$ cat config.mk
export PLATFORM = sky130hd
export DESIGN_NAME = fetch_issue_reg_flat
export DESIGN_NICKNAME = d
export VERILOG_FILES = /design/src/rtl/fetch_issue_reg_if.sv /design/src/rtl/fetch_issue_reg.sv /design/src/flat_wrapper.sv
export SDC_FILE = /design/constraint.sdc
export NUM_CORES = 1
export LEC_CHECK = 0
export BUFFER_PORTS_ARGS = -buffer_cell sky130_fd_sc_hd__buf_2
export CELL_PAD_IN_SITES_DETAIL_PLACEMENT = 0
export CELL_PAD_IN_SITES_GLOBAL_PLACEMENT = 1
export CORE_MARGIN = 5
export CORE_UTILIZATION = 35
export CTS_CLUSTER_DIAMETER = 40
export CTS_CLUSTER_SIZE = 16
export DETAILED_ROUTE_END_ITERATION = 10
export HOLD_SLACK_MARGIN = 0.15
export PLACE_DENSITY_LB_ADDON = 0.1
export REMOVE_ABC_BUFFERS = 1
export SYNTH_ARGS = -nofsm -noshare
export SYNTH_HDL_FRONTEND = slang
export SYNTH_SLANG_ARGS = --single-unit
$ cat constraint.sdc
create_clock -name clk -period 3.2 [get_ports clk]
set_input_delay 0.32 -clock clk [delete_from_list [all_inputs] [get_ports clk]]
set_output_delay 0.32 -clock clk [all_outputs]
set_load 0.005 [all_outputs]
$ cat src/rtl/fetch_issue_reg_if.sv
// Fetch-buffer / decode bundle around the fetch-to-issue register.
// slave = the register's view, master = the surrounding pipeline's view.
interface fetch_issue_reg_if;
    logic        fifo_valid;
    logic [31:0] fifo_inst0;
    logic [31:0] fifo_inst1;
    logic [31:0] fifo_pc;
    logic [31:0] fifo_pc_next;
    logic [31:0] fifo_badv;
    logic [6:0]  fifo_exception;
    logic [1:0]  fifo_excp_flag;
    logic [1:0]  fifo_priv_flag;
    logic        fifo_allowin;
    logic [1:0]  id_issue_cnt;
    logic        id_valid0;
    logic        id_valid1;
    logic [31:0] id_inst0;
    logic [31:0] id_inst1;
    logic [31:0] id_pc0;
    logic [31:0] id_pc1;
    logic [31:0] id_badv;
    logic [6:0]  id_exception;
    logic [1:0]  id_excp_flag;
    logic [1:0]  id_priv_flag;

    modport slave (
        input  fifo_valid, fifo_inst0, fifo_inst1, fifo_pc, fifo_pc_next,
        input  fifo_badv, fifo_exception, fifo_excp_flag, fifo_priv_flag,
        input  id_issue_cnt,
        output fifo_allowin,
        output id_valid0, id_valid1, id_inst0, id_inst1, id_pc0, id_pc1,
        output id_badv, id_exception, id_excp_flag, id_priv_flag
    );

    modport master (
        output fifo_valid, fifo_inst0, fifo_inst1, fifo_pc, fifo_pc_next,
        output fifo_badv, fifo_exception, fifo_excp_flag, fifo_priv_flag,
        output id_issue_cnt,
        input  fifo_allowin,
        input  id_valid0, id_valid1, id_inst0, id_inst1, id_pc0, id_pc1,
        input  id_badv, id_exception, id_excp_flag, id_priv_flag
    );
endinterface

$ cat src/rtl/fetch_issue_reg.sv
// Two-slot fetch-to-decode register with slot compaction and flush.
// Define FETCH_ISSUE_PERF_EN to enable the bubble/split perf counters.
module fetch_issue_reg #(
    parameter logic [31:0] NOP_INST = 32'h0340_0000,
    parameter logic [31:0] RESET_PC = 32'h1C00_0000
) (
    input  logic                clk,
    input  logic                rstn,
    input  logic                flush,
    fetch_issue_reg_if.slave    bus,
    output logic [31:0]         perf_bubble_cnt,
    output logic [31:0]         perf_split_cnt
);

    typedef enum logic [1:0] {
        S_EMPTY = 2'd0,
        S_ONE   = 2'd1,
        S_TWO   = 2'd2
    } cnt_e;

    cnt_e        r_cnt;
    cnt_e        w_cnt_nxt;

    logic [31:0] r_inst0;
    logic [31:0] r_inst1;
    logic [31:0] r_pc0;
    logic [31:0] r_pc1;
    logic [31:0] r_badv;
    logic [6:0]  r_exc;
    logic [1:0]  r_ef;
    logic [1:0]  r_pf;

    logic [1:0]  w_take;
    logic        w_allowin;
    logic        w_load;
    logic        w_drain;
    logic        w_shift;
    logic        w_in_two;
    logic [31:0] w_pc_p4;

    assign w_take    = (bus.id_issue_cnt > r_cnt) ? r_cnt : bus.id_issue_cnt;
    assign w_allowin = !flush && (w_take == r_cnt);
    assign w_load    = w_allowin && bus.fifo_valid;
    assign w_drain   = w_allowin && !bus.fifo_valid;
    assign w_shift   = !flush && (r_cnt == S_TWO) && (w_take == 2'd1);
    assign w_pc_p4   = bus.fifo_pc + 32'd4;

    // A faulting packet only carries its first slot to decode.
    assign w_in_two  = (bus.fifo_excp_flag == 2'b00) &&
                       (bus.fifo_pc_next == bus.fifo_pc + 32'd8);

    always_ff @(posedge clk or negedge rstn) begin
        if (!rstn) r_cnt <= S_EMPTY;
        else       r_cnt <= w_cnt_nxt;
    end

    always_comb begin
        w_cnt_nxt = r_cnt;
        if (flush)
            w_cnt_nxt = S_EMPTY;
        else if (w_load)
            w_cnt_nxt = w_in_two ? S_TWO : S_ONE;
        else if (w_allowin)
            w_cnt_nxt = S_EMPTY;
        else if (w_shift)
            w_cnt_nxt = S_ONE;
    end

    always_comb begin
        bus.fifo_allowin = w_allowin;
        bus.id_valid0    = (r_cnt != S_EMPTY);
        bus.id_valid1    = (r_cnt == S_TWO);
    end

    always_ff @(posedge clk or negedge rstn) begin
        if (!rstn) begin
            r_inst0 <= NOP_INST;
            r_inst1 <= NOP_INST;
            r_pc0   <= RESET_PC;
            r_pc1   <= RESET_PC;
            r_badv  <= RESET_PC;
            r_exc   <= '0;
            r_ef    <= '0;
            r_pf    <= '0;
        end else begin
            unique case (1'b1)
                flush: begin
                    r_inst0 <= NOP_INST;
                    r_inst1 <= NOP_INST;
                    r_pc0   <= RESET_PC;
                    r_pc1   <= RESET_PC;
                    r_badv  <= '0;
                    r_exc   <= '0;
                    r_ef    <= '0;
                    r_pf    <= '0;
                end
                w_load: begin
                    r_inst0 <= bus.fifo_inst0;
                    r_inst1 <= w_in_two ? bus.fifo_inst1 : NOP_INST;
                    r_pc0   <= bus.fifo_pc;
                    r_pc1   <= w_pc_p4;
                    r_badv  <= bus.fifo_badv;
                    r_exc   <= bus.fifo_exception;
                    r_ef    <= bus.fifo_excp_flag;
                    r_pf    <= bus.fifo_priv_flag;
                end
                w_drain: begin
                    r_inst0 <= NOP_INST;
                    r_inst1 <= NOP_INST;
                    r_pc0   <= RESET_PC;
                    r_pc1   <= RESET_PC;
                end
                w_shift: begin
                    r_inst0 <= r_inst1;
                    r_pc0   <= r_pc1;
                    r_inst1 <= NOP_INST;
                    r_pc1   <= RESET_PC;
                end
                default: ;
            endcase
        end
    end

    assign bus.id_inst0     = r_inst0;
    assign bus.id_inst1     = r_inst1;
    assign bus.id_pc0       = r_pc0;
    assign bus.id_pc1       = r_pc1;
    assign bus.id_badv      = r_badv;
    assign bus.id_exception = r_exc;
    assign bus.id_excp_flag = r_ef;
    assign bus.id_priv_flag = r_pf;

`ifdef FETCH_ISSUE_PERF_EN
    logic [31:0] r_bubble;
    logic [31:0] r_split;

    always_ff @(posedge clk or negedge rstn) begin
        if (!rstn) begin
            r_bubble <= '0;
            r_split  <= '0;
        end else begin
            if (r_cnt == S_EMPTY && !flush && r_bubble != '1)
                r_bubble <= r_bubble + 32'd1;
            if (w_load && !w_in_two && r_split != '1)
                r_split <= r_split + 32'd1;
        end
    end

    assign perf_bubble_cnt = r_bubble;
    assign perf_split_cnt  = r_split;
`else
    assign perf_bubble_cnt = '0;
    assign perf_split_cnt  = '0;
`endif

endmodule

$ cat src/flat_wrapper.sv
// flat-port wrapper written by rule: the top's interface ports become plain ports
module fetch_issue_reg_flat 
#(
    parameter logic [31:0] NOP_INST = 32'h0340_0000,
    parameter logic [31:0] RESET_PC = 32'h1C00_0000
)
  (clk, rstn, flush, perf_bubble_cnt, perf_split_cnt, bus_fifo_valid, bus_fifo_inst0, bus_fifo_inst1, bus_fifo_pc, bus_fifo_pc_next, bus_fifo_badv, bus_fifo_exception, bus_fifo_excp_flag, bus_fifo_priv_flag, bus_id_issue_cnt, bus_fifo_allowin, bus_id_valid0, bus_id_valid1, bus_id_inst0, bus_id_inst1, bus_id_pc0, bus_id_pc1, bus_id_badv, bus_id_exception, bus_id_excp_flag, bus_id_priv_flag);
  fetch_issue_reg_if bus_i ();
  input  logic clk;
  input  logic rstn;
  input  logic flush;
  output logic [31:0] perf_bubble_cnt;
  output logic [31:0] perf_split_cnt;
  input wire logic [$bits(bus_i.fifo_valid)-1:0] bus_fifo_valid;
  input wire logic [$bits(bus_i.fifo_inst0)-1:0] bus_fifo_inst0;
  input wire logic [$bits(bus_i.fifo_inst1)-1:0] bus_fifo_inst1;
  input wire logic [$bits(bus_i.fifo_pc)-1:0] bus_fifo_pc;
  input wire logic [$bits(bus_i.fifo_pc_next)-1:0] bus_fifo_pc_next;
  input wire logic [$bits(bus_i.fifo_badv)-1:0] bus_fifo_badv;
  input wire logic [$bits(bus_i.fifo_exception)-1:0] bus_fifo_exception;
  input wire logic [$bits(bus_i.fifo_excp_flag)-1:0] bus_fifo_excp_flag;
  input wire logic [$bits(bus_i.fifo_priv_flag)-1:0] bus_fifo_priv_flag;
  input wire logic [$bits(bus_i.id_issue_cnt)-1:0] bus_id_issue_cnt;
  output wire logic [$bits(bus_i.fifo_allowin)-1:0] bus_fifo_allowin;
  output wire logic [$bits(bus_i.id_valid0)-1:0] bus_id_valid0;
  output wire logic [$bits(bus_i.id_valid1)-1:0] bus_id_valid1;
  output wire logic [$bits(bus_i.id_inst0)-1:0] bus_id_inst0;
  output wire logic [$bits(bus_i.id_inst1)-1:0] bus_id_inst1;
  output wire logic [$bits(bus_i.id_pc0)-1:0] bus_id_pc0;
  output wire logic [$bits(bus_i.id_pc1)-1:0] bus_id_pc1;
  output wire logic [$bits(bus_i.id_badv)-1:0] bus_id_badv;
  output wire logic [$bits(bus_i.id_exception)-1:0] bus_id_exception;
  output wire logic [$bits(bus_i.id_excp_flag)-1:0] bus_id_excp_flag;
  output wire logic [$bits(bus_i.id_priv_flag)-1:0] bus_id_priv_flag;
  assign bus_i.fifo_valid = bus_fifo_valid;
  assign bus_i.fifo_inst0 = bus_fifo_inst0;
  assign bus_i.fifo_inst1 = bus_fifo_inst1;
  assign bus_i.fifo_pc = bus_fifo_pc;
  assign bus_i.fifo_pc_next = bus_fifo_pc_next;
  assign bus_i.fifo_badv = bus_fifo_badv;
  assign bus_i.fifo_exception = bus_fifo_exception;
  assign bus_i.fifo_excp_flag = bus_fifo_excp_flag;
  assign bus_i.fifo_priv_flag = bus_fifo_priv_flag;
  assign bus_i.id_issue_cnt = bus_id_issue_cnt;
  assign bus_fifo_allowin = bus_i.fifo_allowin;
  assign bus_id_valid0 = bus_i.id_valid0;
  assign bus_id_valid1 = bus_i.id_valid1;
  assign bus_id_inst0 = bus_i.id_inst0;
  assign bus_id_inst1 = bus_i.id_inst1;
  assign bus_id_pc0 = bus_i.id_pc0;
  assign bus_id_pc1 = bus_i.id_pc1;
  assign bus_id_badv = bus_i.id_badv;
  assign bus_id_exception = bus_i.id_exception;
  assign bus_id_excp_flag = bus_i.id_excp_flag;
  assign bus_id_priv_flag = bus_i.id_priv_flag;
  fetch_issue_reg #(.NOP_INST(NOP_INST), .RESET_PC(RESET_PC)) u_core (.clk(clk), .rstn(rstn), .flush(flush), .bus(bus_i), .perf_bubble_cnt(perf_bubble_cnt), .perf_split_cnt(perf_split_cnt));
endmodule
==> out/metrics.csv <==
stage,metric,value,unit
route,ant_nets,0,
route,vias,9065,
clock_tree,cts_setup_buffers,0,
critical_path,cp_max_fo,59,
clock_tree,clkSinkCount,173,
synthesis,synth-seq-cells,173,
die,coreArea,0.0267,mm^2
route,drc,0,
synthesis,synth_edf_count,0,
synthesis,yosys_warnings,0,
synthesis,synth.area.top_cells,"dfrtp_1, nor2_1, a221oi_1, buf_4, nand2_1",
synthesis,synth_most_common_cell,dfrtp_1,
clock_tree,cts.htree.levels,4,
pwr,peakVddDrop,0.299,mV
place,place_hpwl,23800,um
cells_and_area,fin_util,48.1,%
die,num_rows,60,
sta,skew,0.0165,ns
clock_tree,postCtsHoldBufs,96,
place,preCtsSetupSlack,0.334,ns
cells_and_area,fill_cells,2654,
synthesis,syn_inst,1055,
die,start_util,35.3,%
clock_tree,cts_resized,0,
synthesis,synth_common_cells,"dfrtp_1, nor2_1, nand2_1, buf_4, o21ai_0",
critical_path,end_kind,register,
critical_path,path_cells,ha_1 > nor2b_1 > o21ai_1 > a21oi_1 > a211oi_4 > buf_4 > a221oi_1 > nor2_1,
synthesis,synth.distinct_cells,60,
sta,fin_crit_sh,86.0,%
clock_tree,cts_inserted_buffers,17,
global_route,grt_pass1_wl,53800,um
synthesis,avgSynthCellArea,8.93,um^2
sta,max_slew_margin,46.0,%
global_route,overflow,0,
synthesis,syn_area,0.00943,mm^2
synthesis,synth_seq_area_share,46.1,%
synthesis,async_reset_ff_share,100,%
clock_tree,cts_tree,done,
global_route,antenna_found_initial,0,
place,place_congestion,0.789,
die,die_h,174,um
synthesis,netlist.area_leader.share,41.9,%
die,num_io_pins,415,
clock_tree,clk_pin_slew,0.08,ns
sta,slew_violations,0,
clock_tree,clk_latency,0.43,ns
route,post_drt_wl_per_cell,18.6,um
route,drtIter0Drc,615,
place,io_buffers,350,
synthesis,synth_area_leader_cell,dfrtp_1,
global_route,grt_pass1_vias,9393,
pwr,p_leak,6.22,nW
die,die_area,0.0303,mm^2
cells_and_area,area_growth,36.5,%
clock_tree,clock_path_buffers,2,
sta,max_freq,363,MHz
die,die_x,174,um
global_route,grt_start_max_net_pins,124,
clock_tree,cts-root-buf,clkbuf_16,
cells_and_area,fin_nets,1643,
global_route,grtUsageTotal,21.9,%
pwr,p_per_area,448,mW/mm^2
hold_path,hp-class,in -> reg,
sta,fin_crit,2.75,ns
sta,setup_viol,0,
cells_and_area,fin_area,0.0129,mm^2
outcome,status,completed,
cells_and_area,drive_gt1_share,29.7,%
sta,worstMarginPinSlew,0.810,ns
sta,hold_viol,0,
route,finalWirelength,33700,um
sta,rsz0062_at_grt,false,
critical_path,reg2reg_depth,8,
synthesis,yosys_most_used_dff,dfrtp_1,
critical_path,required,3.56,ns
critical_path,cp.arrival,3.11,ns
place,place_area,0.0113,mm^2
sta,timing.hold.ws,0.162,ns
critical_path,startpoint_type,register,
route,dr.pass1.iters,5,
critical_path,critPathSlowestCell,buf_4,
hold_path,min_path_cells,3,
run,cap_violations,0,
critical_path,cpPeakStageDelay,0.68,ns
sta,setup_slack,0.449,ns
route,vias_per_cell,5.00,
critical_path,crit_type,reg -> reg,
[worst max-delay path, delay by kind of cell, from the launching register on]
| kind | cells | cell delay, ns |
|---|---|---|
| compound gates | 4 | 0.99 |
| fa+ha+maj | 1 | 0.30 |
| buf+inv | 1 | 0.68 |
| flops | 1 | 0.43 |
| simple gates | 2 | 0.26 |
[flip-flops by register name, summed over array words and instances (netlist names)]
signal / cells
u_core.bus.id_badv: 32
u_core.bus.id_inst0: 32
u_core.bus.id_inst1: 32
u_core.bus.id_pc0: 32
u_core.bus.id_pc1: 32
u_core.bus.id_exception: 7
u_core.bus.id_excp_flag: 2
u_core.bus.id_priv_flag: 2
u_core.r_cnt: 2
[cells by family after synthesis]
logic type,synth area share [%]
simple gates,22.2
compound gates,15.0
flops,46.1
buf+inv,9.47
xor+xnor,6.13
fa+ha+maj,0.796
mux,0.226
other cells,0.0398
[report_power, final]
group          switching (W)  total, W  internal (W)
clock network       0.000961   0.00213       0.00117
registers           0.000105   0.00248       0.00238
logic               0.000643   0.00115      0.000504
[worst paths after layout]
check | from | to | slack [ns]
max | u_core.r_cnt[1] | u_core.bus.id_pc0[30] | 0.45
min | bus_fifo_inst0[26] | u_core.bus.id_inst0[26] | 0.16
max reg2reg | u_core.r_cnt[1] | u_core.bus.id_pc0[30] | 0.45
min reg2reg | u_core.bus.id_badv[26] | u_core.bus.id_badv[26] | 0.49
max in group asynchronous | rstn | u_core.bus.id_inst0[22] | 1.83
min in group asynchronous | rstn | u_core.bus.id_badv[11] | 0.44
[area by class of cell]
cell class	count	area, um^2	share of cell area [%]
diodes	1	2.50	0.0195
clock buffers	18	429	3.34
clock inverters	13	158	1.23
inverters	10	37.5	0.292
multi-input cells	785	4450	34.6
flip-flops and latches	173	4350	33.8
well taps	341	427	3.32
repair buffers	473	3010	23.4
[metrics by stage]
stage,setup TNS (ns),power (W),instances
2_1_floorplan,-782.93,0.00299,968
4_1_cts,0,0.00584,1813
3_5_place_dp,0,0.00359,1686
6_report,0,0.00576,1814
3_3_place_gp,0,0.00357,1686
5_1_grt,0,0.00606,1813
[cell usage in the layout (no fill, tap or decap), types with 4 or more instances in the layout]
cell type / Yosys / final
xor2_1: 32 / 32
o21ai_0: 66 / 66
a21oi_1: 10 / 10
nor2b_1: 4 / 4
ha_1: 6 / 6
nand3_1: 17 / 17
a31oi_1: 4 / 4
nor3_1: 12 / 10
dfstp_2: 15 / 15
a211oi_1: 5 / 4
inv_1: 10 / 10
nand2_1: 123 / 123
and2_1: 4 / 4
nor2_1: 147 / 147
o21ai_1: 33 / 33
xnor2_1: 34 / 34
dfrtp_1: 158 / 158
buf_12: 0 / 7
nand2b_1: 50 / 50
clkbuf_16: 0 / 17
buf_2: 17 / 349
a221oi_1: 59 / 59
dlygate4sd3_1: 0 / 96
conb_1: 1 / 64
nand4_1: 50 / 50
a22o_1: 6 / 6
and3_1: 4 / 4
o22ai_1: 7 / 7
buf_4: 68 / 20
[metal layers]
metal | global-route usage, % | wire, um | vias up | share of wire [%]
met1 | 29.4 | 14800 | 4349 | 44
met5 | 0 | 0 | - | 0
li1 | - | - | 4342 | -
met2 | 36.4 | 16200 | 329 | 48
met3 | 4.31 | 2000 | 45 | 5.9
met4 | 6.20 | 758 | 0 | 2.2
No activity file was read; power rests on OpenSTA's default activity.
